<file path="src/rtl/router_pkg.sv">
// Shared router types: packet format, serialiser byte count and output FSM states.
// Latency: n/a (types and helper only).
// Backpressure: n/a.
package router_pkg;

    // A 32-bit packet. The first byte on the link is {src, dest}.
    typedef struct packed {
        logic [3:0]  src;
        logic [3:0]  dest;
        logic [23:0] data;
    } pkt_t;

    localparam int PKT_BYTES = 4;

    typedef enum logic {
        IDLE,
        SEND
    } obuf_state_t;

    // Byte idx of a packet, most significant byte first (idx 0 = {src,dest}).
    function automatic logic [7:0] pkt_byte(input pkt_t p, input logic [1:0] idx);
        logic [31:0] pw;
        pw = p;
        return pw[(31 - 8 * int'(idx)) -: 8];
    endfunction

endpackage

</file>
<file path="src/rtl/pkt_fifo.sv">
// Generic pkt_t FIFO with power-of-2 depth; head is a combinational read of the oldest entry.
// Latency: a packet pushed at one edge is visible on head_o after that edge.
// Backpressure: push ignored when full, pop ignored when empty; push+pop together keeps count.
//
// Ports:
//   clock, reset_n          single clock, synchronous active-low reset
//   push_i / push_dat_i     write a packet at the tail
//   pop_i                   drop the head entry
//   head_o                  oldest stored packet (valid when !empty_o)
//   count_o, full_o, empty_o occupancy
module pkt_fifo
    import router_pkg::*;
#(
    parameter int DEPTH = 4
) (
    input  logic                       clock,
    input  logic                       reset_n,
    input  logic                       push_i,
    input  pkt_t                       push_dat_i,
    input  logic                       pop_i,
    output pkt_t                       head_o,
    output logic [$clog2(DEPTH+1)-1:0] count_o,
    output logic                       full_o,
    output logic                       empty_o
);

    localparam int PW = $clog2(DEPTH);
    localparam int CW = $clog2(DEPTH + 1);
    localparam logic [CW-1:0] FULL_CNT = CW'(DEPTH);

    pkt_t            mem_q [DEPTH];
    logic [PW-1:0]   wr_ptr_q, wr_ptr_d;
    logic [PW-1:0]   rd_ptr_q, rd_ptr_d;
    logic [CW-1:0]   count_q, count_d;
    logic            do_push, do_pop;

    assign full_o  = (count_q == FULL_CNT);
    assign empty_o = (count_q == '0);
    assign count_o = count_q;
    assign head_o  = mem_q[rd_ptr_q];

    assign do_push = push_i && !full_o;
    assign do_pop  = pop_i && !empty_o;

    // DEPTH is a power of 2, so pointer overflow is the wrap DEPTH-1 -> 0.
    always_comb begin
        wr_ptr_d = wr_ptr_q;
        rd_ptr_d = rd_ptr_q;
        count_d  = count_q;
        if (do_push) begin
            wr_ptr_d = wr_ptr_q + PW'(1);
        end
        if (do_pop) begin
            rd_ptr_d = rd_ptr_q + PW'(1);
        end
        case ({do_push, do_pop})
            2'b10:   count_d = count_q + CW'(1);
            2'b01:   count_d = count_q - CW'(1);
            default: count_d = count_q;
        endcase
    end

    always_ff @(posedge clock) begin
        if (!reset_n) begin
            wr_ptr_q <= '0;
            rd_ptr_q <= '0;
            count_q  <= '0;
        end else begin
            wr_ptr_q <= wr_ptr_d;
            rd_ptr_q <= rd_ptr_d;
            count_q  <= count_d;
        end
    end

    // Storage needs no reset: entries are only read once counted in.
    always_ff @(posedge clock) begin
        if (do_push) begin
            mem_q[wr_ptr_q] <= push_dat_i;
        end
    end

endmodule

</file>
<file path="src/rtl/output_port_buffer.sv">
// Per-output-port buffer: queues crossbar packets and serialises each onto an 8-bit put/free link.
// Latency: push at edge t -> byte0 on the link after edge t+1; 4 bytes on consecutive cycles.
// Backpressure: ready_to_recv drops when full; free_outbound is checked only at packet start.
//
// Ports:
//   clock, reset_n     single clock, synchronous active-low reset
//   pkt_in_avail       crossbar offers pkt_in this cycle
//   pkt_in             packet from the crossbar
//   ready_to_recv      buffer has room (from registered count only)
//   free_outbound      neighbour can take a new packet
//   put_outbound       payload_outbound carries a valid byte (registered)
//   payload_outbound   serialised byte, MSB first (registered)
module output_port_buffer
    import router_pkg::*;
#(
    parameter int DEPTH = 4
) (
    input  logic       clock,
    input  logic       reset_n,
    input  logic       pkt_in_avail,
    input  pkt_t       pkt_in,
    output logic       ready_to_recv,
    input  logic       free_outbound,
    output logic       put_outbound,
    output logic [7:0] payload_outbound
);

    localparam int CW = $clog2(DEPTH + 1);
    localparam logic [CW-1:0] FULL_CNT  = CW'(DEPTH);
    localparam logic [1:0]    LAST_BYTE = 2'(PKT_BYTES - 1);

    pkt_t          fifo_head;
    logic [CW-1:0] fifo_count;
    logic          fifo_full;
    logic          fifo_empty;
    logic          fifo_push;
    logic          fifo_pop;

    obuf_state_t   state_q;
    logic [1:0]    byte_cnt_q;
    logic [1:0]    byte_cnt_d;
    pkt_t          shift_q;
    logic          put_q;
    logic [7:0]    payload_q;

    // Count only changes on an edge, so a same-cycle pop never reopens a full buffer.
    assign ready_to_recv = (fifo_count != FULL_CNT);
    assign fifo_push     = pkt_in_avail && !fifo_full;

    // A new packet may start from IDLE, or directly after the last byte of the
    // current one so back-to-back packets leave with no idle cycle.
    assign fifo_pop = !fifo_empty && free_outbound &&
                      ((state_q == IDLE) || (byte_cnt_q == LAST_BYTE));

    assign byte_cnt_d = byte_cnt_q + 2'd1;

    pkt_fifo #(
        .DEPTH (DEPTH)
    ) u_fifo (
        .clock      (clock),
        .reset_n    (reset_n),
        .push_i     (fifo_push),
        .push_dat_i (pkt_in),
        .pop_i      (fifo_pop),
        .head_o     (fifo_head),
        .count_o    (fifo_count),
        .full_o     (fifo_full),
        .empty_o    (fifo_empty)
    );

    // byte_cnt_q names the byte currently presented on payload_outbound.
    always_ff @(posedge clock) begin
        if (!reset_n) begin
            state_q    <= IDLE;
            byte_cnt_q <= 2'd0;
            shift_q    <= '0;
            put_q      <= 1'b0;
            payload_q  <= 8'h00;
        end else begin
            case (state_q)
                IDLE: begin
                    if (fifo_pop) begin
                        shift_q    <= fifo_head;
                        byte_cnt_q <= 2'd0;
                        put_q      <= 1'b1;
                        payload_q  <= pkt_byte(fifo_head, 2'd0);
                        state_q    <= SEND;
                    end else begin
                        put_q      <= 1'b0;
                        payload_q  <= 8'h00;
                    end
                end
                SEND: begin
                    if (byte_cnt_q == LAST_BYTE) begin
                        if (fifo_pop) begin
                            shift_q    <= fifo_head;
                            byte_cnt_q <= 2'd0;
                            put_q      <= 1'b1;
                            payload_q  <= pkt_byte(fifo_head, 2'd0);
                        end else begin
                            put_q      <= 1'b0;
                            payload_q  <= 8'h00;
                            state_q    <= IDLE;
                        end
                    end else begin
                        byte_cnt_q <= byte_cnt_d;
                        put_q      <= 1'b1;
                        payload_q  <= pkt_byte(shift_q, byte_cnt_d);
                    end
                end
            endcase
        end
    end

    assign put_outbound     = put_q;
    assign payload_outbound = payload_q;

endmodule

</file>
<file path="config.mk">
export PLATFORM = sky130hd
export DESIGN_NAME = output_port_buffer
export DESIGN_NICKNAME = d
export VERILOG_FILES = /design/src/rtl/router_pkg.sv /design/src/rtl/pkt_fifo.sv /design/src/rtl/output_port_buffer.sv
export SDC_FILE = /design/constraint.sdc
export NUM_CORES = 1
export LEC_CHECK = 0
export CORE_MARGIN = 1
export CORE_UTILIZATION = 35
export CTS_CLUSTER_DIAMETER = 120
export CTS_CLUSTER_SIZE = 28
export DETAILED_ROUTE_END_ITERATION = 10
export DONT_BUFFER_PORTS = 1
export HOLD_SLACK_MARGIN = 0.15
export PLACE_DENSITY = 0.59
export RECOVER_POWER = 50
export SLEW_MARGIN = 40
export SYNTH_ARGS = -nofsm -noshare
export SYNTH_HDL_FRONTEND = slang
export SYNTH_SLANG_ARGS = --single-unit
</file>
<file path="constraint.sdc">
create_clock -name clock -period 2.88 [get_ports clock]
set_clock_uncertainty 0.2 [all_clocks]
set_input_delay 0.864 -clock clock [delete_from_list [all_inputs] [get_ports clock]]
set_output_delay 0.864 -clock clock [all_outputs]
set_load 0.02 [all_outputs]
</file>
## After elaboration in Yosys (flattened, before gate mapping)

Memory sizes are Yosys's and may differ from the RTL's. A register that Yosys moved wholly into a read port is not among the register bits.
Cells that the tools add are included.
Widths: inputs -> output; s select.

- Logic and storage cells: 51
- Memories kept: 1
- Bits in writable memories: 128
- Input port bits: 36
- Output and inout bits: 10
- Bits in registers: 50

- Reductions and logical operators: 10
- Eq/ne operators: 6
- Muxes and demuxes: 17
- Bitwise operators: 1
- Shifts and indexed selects: 1
- Add/subtract/negate cells: 6

Memories:

| memory | depth | width | read ports | clocked after memory_dff | wr ports | RTL line | source |
|---|---|---|---|---|---|---|---|
| u_fifo.mem_q | 4 | 32 | 1 | 1 | 1 | pkt_fifo.sv:31 | `pkt_t mem_q [DEPTH];` |

Operators by type and width:

| kind | number |
|---|---|
| $mux 32 | 2 |
| $pmux 32 s2 | 1 |
| $shiftx 39x6->8 | 1 |
| $mux 8 | 2 |
| $pmux 8 s2 | 1 |
| $mux 2 | 4 |
| $add 2x1->2 const B | 3 |
| $pmux 3 s2 | 1 |
| $sub 5x5->6 const A | 1 |
| $logic_and 1x1->1 | 5 |
| $eq 2x2->1 const B | 2 |
| $mux 1 | 4 |
| $pmux 2 s2 | 1 |
| $add 3x1->3 const B | 1 |
| $eq 3x3->1 const B | 1 |
| $logic_not 3->1 | 1 |
| $ne 3x3->1 const B | 1 |
| $sub 3x1->3 const B | 1 |
| $eq 2x1->1 const B | 1 |
| $logic_not 1->1 | 2 |
| $ne 2x1->1 const B | 1 |
| $pmux 1 s2 | 1 |
| $reduce_bool 2->1 | 1 |
| $logic_or 1x1->1 | 1 |
| $not 1->1 | 1 |

## Longest topological paths before layout

- Depth after elaboration: 7
- Gate-level depth with buffers: 10
- Mapped depth without buffers: 9

## Modules after synthesis

A second synthesis with hierarchy kept.

- Cells, all modules: 434
- Area, all modules: 7,262.0 um^2

Modules (own cells, without submodules):

| module | times used | area each (um^2) | cells each | sequential area each (um^2) |
|---|---|---|---|---|
| pkt_fifo | 1 | 5,144.9 | 221 | 4,023.9 |
| output_port_buffer | 1 | 2,117.0 | 213 | 860.8 |

## Worst setup path after synthesis

No wires, ideal clock.

- Path type: input-to-reg
- Start point: input free_outbound
- End point: register u_fifo.count_q[2], in the netlist u_fifo.count_o[2]
- Path buffers: 1
- Library setup time: 71 ps
- Required time: 2,609 ps
- Stages: 9
- Arrival time: 2,646 ps
- Path slack: -37 ps
- Path through: o31ai_4 nor2_1 buf_2 ha_1 inv_1 fa_1 xor2_1 or3_2 a21oi_1

- Cells in the longest elaborated chain, start to end: 5
- Elaborated cells between the ends (all ways): 7
- Classes of those cells: eq/ne (2); mux (1); reduce/logical (4)

RTL lines:

| element | RTL line | source |
|---|---|---|
| start, declared | output_port_buffer.sv:23 | `input logic free_outbound,` |
| $logic_and 1x1->1 (*) (2 in a row) | output_port_buffer.sv:52 | `assign fifo_pop = !fifo_empty && free_outbound &&` |
| $logic_and 1x1->1 (*) | pkt_fifo.sv:43 | `assign do_pop = pop_i && !empty_o;` |
| named net u_fifo.do_pop | pkt_fifo.sv:35 | `logic do_push, do_pop;` |
| $eq 2x1->1 or $eq 2x2->1 (tied branches) | pkt_fifo.sv:56 | `case ({do_push, do_pop})` |
| $pmux 3 s2 or $reduce_bool 2->1 (tied branches) | - |  |
| end signal, assigned | pkt_fifo.sv:71 | `count_q <= count_d;` |
| end, declared | pkt_fifo.sv:34 | `logic [CW-1:0] count_q, count_d;` |

The timed path passes the listed nets; every way through them passes the cells marked *.
A chain may end at the register's enable or synchronous reset.

## Worst setup path after layout

- Start point: register u_fifo.count_q[2], in the netlist u_fifo.count_o[2]
- End point: output ready_to_recv

- Cells in the longest elaborated chain, start to end: 1

RTL lines:

| element | RTL line | source |
|---|---|---|
| $ne 3x3->1 | output_port_buffer.sv:47 | `assign ready_to_recv = (fifo_count != FULL_CNT);` |
| end, declared | output_port_buffer.sv:22 | `output logic ready_to_recv,` |

No other way between the ends.

==> impl_metrics.yaml <==
layout:
  diodes: 0
  layout-drive-gt1-share: 0.208
  area_delta_synth_final_pct: 14.1
  num-nets-final: 438
  final_common_cell: "edfxtp_1"
  n_fill_cell: 1717
  final_cell_mix: "edfxtp_1, dfxtp_1, nand2_1"
synthesis:
  yosysUniqueCellTypes: 33
  ys_warn_count: 0
  yosysSeqAreaShare: 0.714
  syn_area_per_cell_sq_um: 17.6
  synth_async_sr_flop_share: 0
  synthFlopType: "edfxtp_1"
  synth_area_leaders: "edfxtp_1, dfxtp_1, mux4_2"
  syn_area_sq_um: 6840
  synthCells: 389
  yosysTopAreaCellShare: 0.562
  synth_top_cell_by_area: "edfxtp_1"
  synth-seq-cells: 180
  synth_edf_count: 128
  synthesis.nets: 432
sta:
  fin_crit_ps: 2580
  setup_violations: 0
  slew_headroom: 0.446
  slew_violations: 0
  post-route-period-util: 0.897
  tns_ps: 0
  tightest_slew_ps: 829
  max_freq_mhz: 387
  rsz0062_at_grt: "false"
  hold_viol: 0
setup_path:
  cp.arrival_ps: 1520
  crit_required_ps: 1820
  critPathKind: "reg -> out"
  cp_max_fo: 9
  timing.rr.end: "u_fifo.count_o[2]"
  reg2reg_from: "u_fifo.count_o[2]"
  crit_path_end_kind: "output port"
  cp-start-kind: "flip-flop"
  reg2reg_depth: 8
  ff2ff_setup_slack_ps: 300
cts:
  cts-root-buf: "clkbuf_16"
  cts_max_level: 4
  cts_num_sinks: 180
  clock_latency_ps: 420
  clk_pin_slew_ps: 60
  cts-buffers-inserted: 17
  cts_resized: 0
  clockBufferDepth: 2
  cts_tree: "done"
  postCtsSetupRepairBufs: 0
  ctsHoldBuffers: 0
grt:
  grt_remaining_overflow: 0
  grt_pass1_wl_um: 20500
  grt_pass1_vias: 3598
  gr-usage-all-layers: 0.142
  grt_max_degree: 52
  antenna_found_initial: 0
floorplan:
  rows: 50
  core_area_sq_um: 19000
  dieArea_sq_um: 20100
  die_h_um: 142
  io_pins: 46
  die_x_um: 142
  initial_core_util: 0.361
route:
  first_iter_violations: 264
  drc_errors: 0
  via_count: 3359
  ant_nets: 0
  routed_via_density: 5.03
  wl_per_cell_um: 19.5
  wirelength_um: 13100
  first_pass_iters: 4
worst_hold_path:
  min_to: "shift_q[26]"
  min-delay-start: "shift_q[26]"
  hp-class: "reg -> reg"
  hold_depth: 2
placement:
  place_congestion: 0.720
  dp_hpwl_um: 8310
  port_buffers: 0
power:
  vdd_drop_max_v: 0.000498
  power_density_nw_per_um2: 893
  power.total_uw: 6970
  leakagePower_uw: 0.00252
job:
  maxCapViolations: 0
run_status:
  outcome: "completed"
-- metrics by stage --
| step | setup WS (ps) | instance area, sq um | hold WS (ps) | std cells | utilization |
|---|---|---|---|---|---|
| 2_1_floorplan | 30.6 | 6840 | 225 | 389 | - |
| 3_3_place_gp | 242 | 7170 | 235 | 636 | 0.378 |
| 3_5_place_dp | 82.9 | 7170 | 242 | 636 | 0.378 |
| 4_1_cts | 293 | 7840 | 251 | 668 | 0.413 |
| 5_1_grt | 180 | 7810 | 271 | 668 | 0.412 |
| 6_report | 296 | 7810 | 261 | 668 | 0.412 |
-- cells in the mapped netlist, types with 4 or more instances --
| library cell | number |
|---|---|
| o2bb2ai_1 | 24 |
| a21oi_1 | 8 |
| buf_6 | 4 |
| o21ai_1 | 7 |
| nand2_1 | 43 |
| dfxtp_1 | 52 |
| nand4_1 | 9 |
| ha_1 | 6 |
| edfxtp_1 | 128 |
| mux4_1 | 6 |
| nor2_1 | 4 |
| nand3_1 | 12 |
| mux4_2 | 34 |
| o21ai_0 | 4 |
| clkbuf_1 | 10 |
| inv_1 | 7 |
| buf_2 | 10 |
| and3_2 | 4 |
-- cell families after synthesis --
| logic type | after synthesis | share of synthesized area |
|---|---|---|
| xor+xnor | 2 | 0.00256 |
| buf+inv | 33 | 0.0267 |
| fa+ha+maj | 7 | 0.0139 |
| compound gates | 49 | 0.0538 |
| simple gates | 78 | 0.0541 |
| flops | 180 | 0.714 |
| mux | 40 | 0.135 |
-- power breakdown --
group	internal [uW]	total (uW)	switching (uW)
sequential	3110	3320	211
combinational	554	1170	615
clock	1540	2480	946
-- metal layers --
metal | track usage | share of wire | vias up
li1 | - | - | 1549
met1 | 0.177 | 0.44 | 1725
met2 | 0.228 | 0.49 | 72
met3 | 0.0472 | 0.062 | 13
met4 | 0.0538 | 0.012 | 0
met5 | 0 | 0 | -
-- worst max-delay path, stage by stage, from the launching register on --
cell      delay (ps)
dfxtp_1          430
or3b_1           400
clkbuf_1         270
-- state kept, by name (all words and copies together), names as in the netlist, named ones only --
register / cells
byte_cnt_q: 2
u_fifo.count_o: 3
u_fifo.wr_ptr_q: 2
put_outbound: 1
payload_outbound: 8
u_fifo.rd_ptr_q: 2
shift_q: 32
u_fifo.mem_q: 128
-- worst max-delay path by stage --
stage               slack [ps]         startpoint           endpoint  depth (start not counted)
detailed placement          80      free_outbound  u_fifo.count_o[2]                          8
CTS                        290  u_fifo.count_o[2]  u_fifo.count_o[2]                          8
global route               180  u_fifo.count_o[2]  u_fifo.count_o[2]                          8
floorplan                   30      free_outbound  u_fifo.count_o[2]                          9
global placement           240      free_outbound  u_fifo.count_o[2]                          8
finish                     300  u_fifo.count_o[2]      ready_to_recv                          2
-- final cells by class --
type / count / area [sq um] / area share
well taps: 260 / 325 / 0.0417
clock buffers: 25 / 559 / 0.0716
repair buffers: 13 / 138 / 0.0176
flip-flops and latches: 180 / 4880 / 0.626
multi-input cells: 176 / 1770 / 0.227
clock inverters: 7 / 103 / 0.0131
inverters: 7 / 26.3 / 0.00337
Power figures use the tool's default switching activity.
